**src/rtl/irq_pkg.sv**
```systemverilog
// Shared definitions for the interrupt pending controller.
// Holds the default sizing constants, the vector and index types,
// and the controller state encoding.
package irq_pkg;

  localparam int N_IRQ       = 4;
  localparam int IDW         = 2;
  localparam int TMO_DEFAULT = 15;

  typedef logic [N_IRQ-1:0] irq_vec_t;
  typedef logic [IDW-1:0]   irq_id_t;

  typedef enum logic {
    IDLE  = 1'b0,
    SERVE = 1'b1
  } irq_state_e;

  // Mask with only bit 'id' set; this is the bit cleared when a service is acknowledged.
  function automatic irq_vec_t irq_onehot(input irq_id_t id);
    irq_vec_t v;
    v = '0;
    v[id] = 1'b1;
    return v;
  endfunction

endpackage : irq_pkg

```
**src/rtl/irq_edge_det.sv**
```systemverilog
// Per-bit rising-edge detector with asynchronous active-high reset.
// The module exists only in builds that define IRQ_EDGE_DETECT_EN. Level-mode
// builds leave it out, so no edge detector is left behind as an unused top.
`ifdef IRQ_EDGE_DETECT_EN
module irq_edge_det #(
  parameter int W = 4
) (
  input  logic         clk,
  input  logic         rst,
  input  logic [W-1:0] d_i,
  output logic [W-1:0] rise_o
);

  logic [W-1:0] req_d_q;

  // Remember the previous sample of every line.
  always_ff @(posedge clk or posedge rst) begin
    if (rst) begin
      req_d_q <= '0;
    end else begin
      req_d_q <= d_i;
    end
  end

  assign rise_o = d_i & ~req_d_q;

endmodule : irq_edge_det
`endif

```
**src/rtl/irq_pending_ctrl.sv**
```systemverilog
// Upstream stage of the 4-to-2 priority encoder.
// Raw requests collect in a sticky pending register. The masked vector goes out
// to the external encoder. The encoder result is latched and shown as irq/irq_id
// until it is acknowledged or the timeout ends the service.
// Optional feature: define IRQ_EDGE_DETECT_EN to pend on rising edges of req_in.
// In the default build, req_in is level sensitive.
//
// state | meaning
// IDLE  | nothing presented; pick the encoder result when enc_valid is high
// SERVE | irq/irq_id held; wait for ack or timeout
module irq_pending_ctrl
  import irq_pkg::*;
#(
  parameter int N   = N_IRQ,
  parameter int IDW = $clog2(N),
  parameter int TMO = TMO_DEFAULT
) (
  input  logic           clk,
  input  logic           rst,
  input  logic [N-1:0]   req_in,
  input  logic [N-1:0]   mask,
  output logic [N-1:0]   pend_o,
  input  logic [IDW-1:0] enc_y,
  input  logic           enc_valid,
  output logic           irq,
  output logic [IDW-1:0] irq_id,
  input  logic           ack,
  output logic           timeout
);

  // Wide enough to hold TMO. The FSM leaves SERVE when cnt reaches TMO-1, so cnt never wraps.
  localparam int CW = $clog2(TMO + 1);
  localparam logic [CW-1:0] CNT_LAST = CW'(TMO - 1);
  localparam logic [N-1:0]  BIT0     = N'(1);

  irq_state_e     state_q, state_d;
  logic [N-1:0]   pend_q, pend_d;
  logic           irq_q, irq_d;
  logic [IDW-1:0] irq_id_q, irq_id_d;
  logic [CW-1:0]  cnt_q, cnt_d;
  logic           timeout_q, timeout_d;
  logic [N-1:0]   set;
  logic [N-1:0]   clr;

`ifdef IRQ_EDGE_DETECT_EN
  irq_edge_det #(
    .W (N)
  ) u_edge_det (
    .clk    (clk),
    .rst    (rst),
    .d_i    (req_in),
    .rise_o (set)
  );
`else
  assign set = req_in;
`endif

  // FSM next-state logic plus irq/irq_id/timeout updates and the ack clear mask.
  always_comb begin
    state_d   = state_q;
    irq_d     = irq_q;
    irq_id_d  = irq_id_q;
    cnt_d     = cnt_q;
    timeout_d = 1'b0;
    clr       = '0;
    unique case (state_q)
      IDLE: begin
        if (enc_valid) begin
          irq_id_d = enc_y;
          irq_d    = 1'b1;
          cnt_d    = '0;
          state_d  = SERVE;
        end
      end
      SERVE: begin
        if (ack) begin
          clr     = BIT0 << irq_id_q;
          irq_d   = 1'b0;
          state_d = IDLE;
        end else if (cnt_q == CNT_LAST) begin
          // Give up on this request but leave it pending. It is offered again after one idle cycle.
          irq_d     = 1'b0;
          timeout_d = 1'b1;
          state_d   = IDLE;
        end else begin
          cnt_d = cnt_q + CW'(1);
        end
      end
      default: begin
        state_d = IDLE;
      end
    endcase
  end

  // Pending update. If set and clear hit the same bit in one cycle, set wins and the bit stays pending.
  always_comb begin
    pend_d = (pend_q & ~clr) | set;
  end

  // Registers for state, pending bits and outputs.
  always_ff @(posedge clk or posedge rst) begin
    if (rst) begin
      state_q   <= IDLE;
      pend_q    <= '0;
      irq_q     <= 1'b0;
      irq_id_q  <= '0;
      cnt_q     <= '0;
      timeout_q <= 1'b0;
    end else begin
      state_q   <= state_d;
      pend_q    <= pend_d;
      irq_q     <= irq_d;
      irq_id_q  <= irq_id_d;
      cnt_q     <= cnt_d;
      timeout_q <= timeout_d;
    end
  end

  assign pend_o  = pend_q & mask;
  assign irq     = irq_q;
  assign irq_id  = irq_id_q;
  assign timeout = timeout_q;

endmodule : irq_pending_ctrl

```
**config.mk**
```make
export PLATFORM = sky130hd
export DESIGN_NAME = irq_pending_ctrl
export DESIGN_NICKNAME = d
export VERILOG_FILES = /design/src/rtl/irq_pkg.sv /design/src/rtl/irq_edge_det.sv /design/src/rtl/irq_pending_ctrl.sv
export SDC_FILE = /design/constraint.sdc
export NUM_CORES = 1
export LEC_CHECK = 0
export ABC_AREA = 1
export ABC_CLOCK_PERIOD_IN_PS = 3100
export CAP_MARGIN = 20
export CORE_MARGIN = 5
export CORE_UTILIZATION = 41
export CTS_CLUSTER_SIZE = 40
export DETAILED_ROUTE_END_ITERATION = 10
export PLACE_DENSITY = 0.71
export SYNTH_ARGS = -nofsm -noshare
export SYNTH_HDL_FRONTEND = slang
export SYNTH_HIERARCHICAL = 1
export SYNTH_SLANG_ARGS = --single-unit
```
**constraint.sdc**
```tcl
create_clock -name clk -period 3.1 [get_ports clk]
set_input_delay 0.775 -clock clk [delete_from_list [all_inputs] [get_ports clk]]
set_output_delay 0.775 -clock clk [all_outputs]
set_load 0.05 [all_outputs]
```
# ---- After elaboration in Yosys (flattened, before gate mapping)
# Index checks and enable logic that the tools add are counted.
dict set report word_totals {
  regBits 13
  out_inout_bits 8
  word_cells 38
  in_bits 14
  latch_bits 0
  mem_count 0
  ram_bits 0
  romBits 0
}
dict set report classes {
  n_lt_le_gt_ge 0
  n_mux 17
  shifts 1
  add_sub_neg 1
  reduce_logical 3
  n_eq_ne 5
  mul 0
  n_div 0
  bitwise 5
}
# op count
set ops {}
lappend ops {{4-bit two-way mux} 5}
lappend ops {{1-bit two-way mux} 9}
lappend ops {{4-bit bitwise AND} 2}
lappend ops {{4-bit case mux with 2 select lines} 1}
lappend ops {{2-bit inequality test, second input constant} 3}
lappend ops {{4-bit by 1-bit adder with 4-bit output, second input constant} 1}
lappend ops {{4-bit equality test, second input constant} 1}
lappend ops {{4-bit NOT} 1}
lappend ops {{4-bit OR} 1}
lappend ops {{1-bit case mux with 2 select lines} 2}
lappend ops {{2-bit AND reduction} 2}
lappend ops {{1-bit by 2-bit left shift with 4-bit output, first input constant} 1}
lappend ops {{3-bit by 2-bit inequality test with 1-bit output, second input constant} 1}
lappend ops {{3-bit AND reduction} 1}
lappend ops {{1-bit NOT} 1}

# ---- Logic depth before layout (Yosys ltp)
# Gate-level depths: netlist (run 1).
dict set report depth {
  word_depth 6
  mapped_depth 7
}

# ---- Worst setup path before layout (run 1)
# OpenSTA, ideal clock, no wires.
dict set report synth_timing {
  kind {input port to output port}
  from {input port mask[0]}
  to {output port pend_o[0]}
  t_required_ns 2.325
  path_slack_ns 1.209
  n_path_buf 0
  arrival_time_ns 1.116
  cell_stages 2
  cell_sequence {nand2_1 -> inv_1}
}
dict set report synth_via {
  elab_chain_cells 1
}
# item line_no
set synth_lines {}
lappend synth_lines {{start, declared} irq_pending_ctrl.sv:21} ;# input logic [N-1:0] mask,
lappend synth_lines {{4-bit bitwise AND} irq_pending_ctrl.sv:119} ;# assign pend_o = pend_q & mask;
lappend synth_lines {{end, declared} irq_pending_ctrl.sv:22} ;# output logic [N-1:0] pend_o,
# Every way passes these cells.

# ---- Worst setup path after layout (run 1)
dict set report layout_timing {
  from {input port mask[3]}
  to {output port pend_o[3]}
}
# Same word-level chain as after synthesis.

==> results of run 1 <==
[worst max path at each step]
stage / startpoint / end / slack (ps) / cells after the start
finish: mask[3] / pend_o[3] / 810 / 4
global route: mask[2] / pend_o[2] / 740 / 4
CTS: mask[3] / pend_o[3] / 810 / 4
detailed placement: mask[2] / pend_o[2] / 810 / 4
global placement: mask[2] / pend_o[2] / 820 / 4
floorplan: mask[0] / pend_o[0] / 1210 / 2
[registers in the layout (all words and copies together) (netlist names)]
register and flops:
state_q 1, cnt_q 4, irq_id 2, timeout 1, pend_q 4, irq 1
[cell type report]
type / instances / share of cell area (%)
sequential: 13 / 37.4
multi-input combinational: 47 / 27.4
timing repair buffer: 21 / 23.0
inverter: 16 / 6.90
clock buffer: 4 / 3.02
tap: 16 / 2.30
[synth_stat cells]
cell type  instances  area share (%)
nand2_4            1             1.8
nand2_2            1             1.0
nand3_2            1             1.6
nor3_1             1            0.80
nand3_1            8             6.4
o21ai_1            5             4.0
nand4_1            1             1.0
inv_2              2             1.2
nor2_2             1             1.0
dfrtp_1           13              52
ha_1               2             4.0
o21ai_0            2             1.6
nor2_1             1            0.60
nand2_1           21              13
a21oi_1            1            0.80
or2_1              1             1.0
inv_1             14             8.4
[through the flow]
stage	hold WS (ps)	instances	utilization (%)
final	478	117	59.2
after global placement	460	113	57.4
after global routing	503	117	59.2
after floorplan	446	76	-
after detailed placement	467	113	57.4
after CTS	486	117	59.2
[routing by layer]
layer | global-route usage, % | up-vias | routed length (um)
met5 | 0 | - | 0
met4 | 4.04 | 0 | 8
met3 | 5.20 | 2 | 126
met2 | 17.2 | 18 | 537
met1 | 14.7 | 235 | 590
li1 | - | 285 | -
[power groups by stage]
stage               registers [mW]  logic, mW  clock network, mW
floorplan                    0.245     0.0700                  0
global placement             0.218      0.151                  0
detailed placement           0.219      0.152                  0
CTS                          0.216      0.154              0.105
global route                 0.222      0.167              0.114
finish                       0.216      0.152             0.0977
[cells by family (layout without fill, tap and decap cells)]
logic type / count (synthesis) / in the layout
compound gates: 8 / 8
fa+ha+maj: 2 / 2
simple gates: 37 / 37
buf+inv: 16 / 41
flops: 13 / 13
[worst max-delay path, cell delays in order]
cell and delay [ps]:
clkdlybuf4s50_1 460, nand2_1 50, inv_1 50, buf_4 180
==> results.cfg, run 1 <==
[logic_synthesis]
ys_ff_latch = 13
synthAdderAreaFrac_pct = 4.01
synth_compound_area_share_pct = 6.41
netlist-cell-type-count = 17
yosysSeqAreaShare_pct = 52.1
synth_xor_xnor_area_share_pct = 0
synth.area.mux_share_pct = 0
synth.avg_cell_area_um2 = 8.22
synth_nets = 92
synthCells = 76
yosys_warnings = 6
synthSimpleGateAreaFrac_pct = 27.9
synth_area_um2 = 624
synth_top_family_by_area = simple AND/OR/NAND/NOR gates

[clock_tree]
cts.repair.resized = 0
hold_buffers = 0
cts_setup_buffers = 0
clk_path_buf_depth = 2
clk_pin_slew_ps = 70
clk_latency_ps = 260
clk_root_buffer_cell = clkbuf_4
cts_tree = done
cts_made_buffers = 3
htree_levels = 1
cts_sinks = 13

[detailed_routing]
wl_per_cell_um = 10.8
dr.pass1.iters = 3
ant_nets = 0
via_per_inst = 4.62
wirelength_mm = 1.26
vias = 540
dr.first_iter.drc_count = 9
remaining_drc_errors = 0

[layout]
final_area_um2 = 871
final_common_cell = nand2_1
register_area_um2 = 325
multiInputGateArea_um2 = 239
area_growth_pct = 39.5
n_fill_cell = 138
antenna_cells = 0
finalNetCount = 118
layout_common_cells = 21 x nand2_1, 17 x clkdlybuf4s50_1, 14 x inv_1, 13 x dfrtp_1, 8 x nand3_1
final_layout_size_suffix_gt1_share_pct = 12.9

[global_route]
antenna_found_initial = 0
grt_pass1_wl_mm = 2.19
globalRoute.totalOverflow = 0
grt_usage_pct = 11.5
grt_max_degree = 14
grt_pass1_vias = 510

[die]
dieArea_um2 = 2400
fp.dieW_um = 49.0
core.rowCount = 14
num_io_pins = 22
core_um2 = 1470
start_util_pct = 42.4
die_h_um = 49.0

[power_and_ir_drop]
vdd_drop_max_mv = 0.359
switching_share_pct = 35.6
p_sw_mw = 0.166
powerDensity_nw_per_um2 = 535
p_int_mw = 0.300
finalPower_mw = 0.466
clockPowerShare_pct = 21.0
combPwrFrac_pct = 32.6
power.leakage_nw = 0.437
p_seq_share_pct = 46.4

[sta]
worst_pin_slew_ps = 497
period_share_pct = 73.8
skew_ps = 0.523
setup_viol = 0
finalMaxSlewViolations = 0
rsz0062_at_grt = false
period_needed_ps = 2290
setup_ws_ps = 811
fmax_ghz = 0.437
slew_headroom_pct = 66.8
setup_tns_ps = 0
hold_viol_final = 0

[min_path]
hold_depth = 2
whs_endpoint = pend_q[0]
hp-start = pend_q[0]
hp-class = reg2reg

[setup_path]
start_kind = primary input
r2r_end = irq
rrSetupSlack_ps = 1900
r2r_cells = 7
required_ps = 2320
cp_max_fo = 1
crit_arrival_ps = 1510
critPathKind = in2out
r2r_start = cnt_q[0]
endpoint_kind = output port

[placed_design]
place_hpwl_um = 958
place_area_um2 = 845
port_buffers = 21
dp_slack_ps = 810
gp_congestion = 0.776

[run_status]
outcome = completed

[job]
drv_cap = 0
Power figures use the tool's default switching activity.
==> inputs of run 2 (changes only) <==
--- a/config.mk
+++ b/config.mk
@@ -6,13 +6,13 @@
 export NUM_CORES = 1
 export LEC_CHECK = 0
 export ABC_AREA = 1
-export ABC_CLOCK_PERIOD_IN_PS = 3100
+export ABC_CLOCK_PERIOD_IN_PS = 2000
 export CAP_MARGIN = 20
 export CORE_MARGIN = 5
-export CORE_UTILIZATION = 41
+export CORE_UTILIZATION = 38
 export CTS_CLUSTER_SIZE = 40
 export DETAILED_ROUTE_END_ITERATION = 10
-export PLACE_DENSITY = 0.71
+export PLACE_DENSITY = 0.69
 export SYNTH_ARGS = -nofsm -noshare
 export SYNTH_HDL_FRONTEND = slang
 export SYNTH_HIERARCHICAL = 1
==> constraint.sdc (replaced) <==
create_clock -name clk -period 2 [get_ports clk]
set_input_delay 0.5 -clock clk [delete_from_list [all_inputs] [get_ports clk]]
set_output_delay 0.5 -clock clk [all_outputs]
set_load 0.05 [all_outputs]
==> run 2 against run 1 <==
  * Via count rose by 4.8%
  * Clock skew is 0.68 ps higher
  * Non-clock buffer count unchanged
  * Clock-buffer cell count stayed put
  * Sequential cell count stayed put
  * Combinational power up 64%
  * Clock power grew 68%
  * Global-route usage shrank 1.0 points
  * Cell area grew 4.9%
  * Sequential power increased by 55%
  * Sequential share of layout area shrank 1.7 points
  * Critical path depth down 3
==> results.cfg, run 2 (synthesis gave the netlist of run 1 again) <==
[job]
drv_cap = 0

[layout]
register_area_um2 = 325
layout_common_cells = 21 x nand2_1, 14 x inv_1, 14 x clkdlybuf4s50_1, 13 x dfrtp_1, 8 x nand3_1
n_fill_cell = 142
area_growth_pct = 46.3
final_area_um2 = 913
antenna_cells = 0
finalNetCount = 118
multiInputGateArea_um2 = 239
final_common_cell = nand2_1
final_layout_size_suffix_gt1_share_pct = 15.8
fin_cells = 117
utilization_pct = 59.9

[sta]
fmax_ghz = 0.529
worst_pin_slew_ps = 488
finalMaxSlewViolations = 0
rsz0062_at_grt = false
setup_viol = 0
hold_viol_final = 0
whs_ps = 484
setup_ws_ps = 109
skew_ps = 1.21
setup_tns_ps = 0
slew_headroom_pct = 67.4
period_share_pct = 94.6
period_needed_ps = 1890

[min_path]
whs_endpoint = irq
hp-start = irq
hp-class = reg2reg
hold_depth = 2

[detailed_routing]
dr.first_iter.drc_count = 15
wl_met3_um = 72
wirelength_mm = 1.26
wl_per_cell_um = 10.8
vias = 566
remaining_drc_errors = 0
via_per_inst = 4.84
dr.pass1.iters = 4
m1WireLength_um = 585
top_layer = met4
wl_met2_um = 573
ant_nets = 0

[die]
dieArea_um2 = 2550
core.rowCount = 14
fp.dieW_um = 50.5
core_um2 = 1520
die_h_um = 50.5
num_io_pins = 22
start_util_pct = 41.0

[clock_tree]
htree_levels = 1
cts_sinks = 13
clk_latency_ps = 270
cts_made_buffers = 3
clk_root_buffer_cell = clkbuf_4
hold_buffers = 0
clk_pin_slew_ps = 80
clk_path_buf_depth = 2
cts.repair.resized = 0
cts_tree = done
cts_setup_buffers = 0

[setup_path]
required_ps = 1500
r2r_cells = 7
crit_arrival_ps = 1390
cp_max_fo = 1
r2r_end = irq
critPathSlowestCell = clkdlybuf4s50_1
crit_family = buffers and inverters
r2r_start = cnt_q[0]
start_kind = flop
path_cells = clkdlybuf4s50_1
critPathKind = reg2out
endpoint_kind = output port
crit_buf_inv = 1
rrSetupSlack_ps = 820
max_stage_delay_ps = 790

[global_route]
grt_pass1_vias = 506
globalRoute.totalOverflow = 0
antenna_found_initial = 0
grt_usage_pct = 10.5
grt_pass1_wl_mm = 2.09
grt_max_degree = 14

[power_and_ir_drop]
finalPower_mw = 0.748
vdd_drop_max_mv = 0.580
power.leakage_nw = 0.458
powerDensity_nw_per_um2 = 819

[placed_design]
port_buffers = 21
dpl.cell_count = 113
dp_slack_ps = 266
place_area_um2 = 887
gp_congestion = 0.743
place_hpwl_um = 989

[run_status]
outcome = completed
[run 2: worst register-to-register path, delay by kind of cell, from the launching register on]
family	cells	cell delay [ps]
adder cells (fa/ha/maj)	1	150
AND/OR/NAND/NOR	5	390
flip-flops	1	440
buffers and inverters	1	80
[run 2: per-layer routing]
layer | GRT usage, % | vias up
met5 | 0 | -
met4 | 5.11 | 0
met3 | 2.96 | 4
met2 | 16.3 | 15
met1 | 13.3 | 258
li1 | - | 289
[run 2: area by class of cell]
| type | count | share of cell area (%) |
|---|---|---|
| Clock buffer | 4 | 2.88 |
| Inverter | 16 | 6.58 |
| Multi-Input combinational cell | 47 | 26.2 |
| Sequential cell | 13 | 35.6 |
| Tap cell | 16 | 2.19 |
| Timing Repair Buffer | 21 | 26.6 |
[run 2: worst max path at each step]
stage | start | endpoint | slack, ps | depth (start not counted)
floorplan | mask[0] | pend_o[0] | 660 | 2
global placement | mask[3] | pend_o[3] | 270 | 4
detailed placement | mask[2] | pend_o[2] | 270 | 4
CTS | timeout | timeout | 100 | 1
global route | timeout | timeout | 70 | 1
finish | timeout | timeout | 110 | 1
[run 2: report_power, final]
part / internal [mW] / switching (mW)
clock network: 0.0773 / 0.0863
logic: 0.101 / 0.149
registers: 0.298 / 0.0357
total: 0.477 / 0.271
==> inputs of run 3 (changes only) <==
--- a/config.mk
+++ b/config.mk
@@ -12,6 +12,7 @@
 export CORE_UTILIZATION = 38
 export CTS_CLUSTER_SIZE = 40
 export DETAILED_ROUTE_END_ITERATION = 10
+export GPL_TIMING_DRIVEN = 0
 export PLACE_DENSITY = 0.69
 export SYNTH_ARGS = -nofsm -noshare
 export SYNTH_HDL_FRONTEND = slang
==> run 3 against run 2 <==
  * Power decreased by 2.2%
  * Hold slack lost 10 ps
  * Routed wire length is 8.7% higher
  * First-iteration DRC count down 60%
  * Largest power group unchanged
  * Largest cell class unchanged
  * Combinational power down 6%
  * Global-route usage rose by 2.1 points
  * Critical endpoint is now pend_o[3]
  * Critical path depth grew 3
  * Clock-buffer cell count is the same
  * Setup slack lost 20 ps
==> results.cfg, run 3 (synthesis gave the netlist of run 1 again) <==
[die]
num_io_pins = 22
fp.dieW_um = 50.5
core_um2 = 1520
die_h_um = 50.5
dieArea_um2 = 2550
start_util_pct = 41.0
core.rowCount = 14

[power_and_ir_drop]
power.leakage_nw = 0.463
finalPower_mw = 0.732
powerDensity_nw_per_um2 = 819
vdd_drop_max_mv = 0.501

[detailed_routing]
ant_nets = 0
dr.first_iter.drc_count = 6
dr.pass1.iters = 3
via_per_inst = 4.83
vias = 565
wirelength_mm = 1.37
wl_per_cell_um = 11.7
remaining_drc_errors = 0

[setup_path]
r2r_cells = 7
required_ps = 1500
crit_arrival_ps = 1410
rrSetupSlack_ps = 820
r2r_end = irq
endpoint_kind = output port
r2r_start = cnt_q[0]
crit_start = mask[3]
critPathKind = in2out
cp_max_fo = 1
timing.critical_path.to = pend_o[3]
start_kind = primary input

[placed_design]
port_buffers = 21
gp_congestion = 0.739
place_hpwl_mm = 1.03

[sta]
hold_viol_final = 0
period_share_pct = 95.6
period_needed_ps = 1910
skew_ps = 7.18
worst_pin_slew_ps = 514
setup_viol = 0
fmax_ghz = 0.523
slew_headroom_pct = 65.7
setup_tns_ps = 0
finalMaxSlewViolations = 0
rsz0062_at_grt = false

[global_route]
grt_pass1_vias = 573
globalRoute.totalOverflow = 0
antenna_found_initial = 0
grt_pass1_wl_mm = 2.39
grt_max_degree = 14
grt_usage_pct = 12.6

[clock_tree]
clk_latency_ps = 280
cts_tree = done
hold_buffers = 0
clk_pin_slew_ps = 70
cts_sinks = 13
htree_levels = 1
clk_root_buffer_cell = clkbuf_4
cts_made_buffers = 3
clk_path_buf_depth = 2

[job]
drv_cap = 0

[layout]
antenna_cells = 0
final_layout_size_suffix_gt1_share_pct = 12.9
layout_common_cells = 21 x nand2_1, 14 x inv_1, 14 x clkdlybuf4s50_1, 13 x dfrtp_1, 8 x nand3_1
finalNetCount = 118
final_common_cell = nand2_1
utilization_pct = 58.6
n_fill_cell = 143
area_growth_pct = 43.1

[run_status]
outcome = completed

[min_path]
hp-class = reg2reg
-- run 3: final cells by class --
class,count,area [um2],area share [%]
flip-flops and latches,13,325,36.4
multi-input cells,47,239,26.8
repair buffers,21,223,24.9
inverters,16,60.1,6.72
clock buffers,4,26.3,2.94
well taps,16,20.0,2.24
-- run 3: worst min path at each step --
stage / startpoint / end / slack, ps / depth (start not counted)
after floorplan: rst / cnt_q[0] / 380 / 1
after global placement: irq / irq / 460 / 2
after detailed placement: irq / irq / 460 / 2
after CTS: irq / irq / 480 / 2
after global routing: pend_q[1] / pend_q[1] / 520 / 2
final: irq / irq / 470 / 2
-- run 3: metal layers --
| layer | vias to the layer above | global-route usage (%) | wire (um) |
|---|---|---|---|
| met5 | - | 0 | 0 |
| met4 | 0 | 9.79 | 51 |
| met3 | 6 | 5.33 | 90 |
| met2 | 17 | 18.4 | 639 |
| met1 | 260 | 14.2 | 585 |
| li1 | 282 | - | - |
-- run 3: critical path: stages --
cell and delay [ps]:
clkdlybuf4s50_1 450, nand2_1 50, inv_1 50, clkdlybuf4s15_2 360
-- run 3: power by group --
group          switching (mW)  internal (mW)
sequential             0.0347          0.298
clock                  0.0852         0.0774
combinational           0.147         0.0888
total                   0.267          0.465
-- run 3: metrics by stage --
| stage | area (um2) | std cells | hold slack [ps] | setup WS (ps) |
|---|---|---|---|---|
| 2_1_floorplan | 624 | 76 | 377 | 659 |
| 4_1_cts | 886 | 117 | 485 | 10.2 |
| 6_report | 893 | 117 | 474 | 88.5 |
| 3_5_place_dp | 855 | 113 | 462 | -345 |
| 3_3_place_gp | 855 | 113 | 460 | -338 |
| 5_1_grt | 893 | 117 | 522 | 28.0 |
-- run 3: repair_timing --
action | 4_1_cts | 5_1_grt
setup buffers | 0 | 0
pin swaps | 0 | 0
endpoints found under the setup margin | 4 | 3
gates resized for setup | 12 | 3
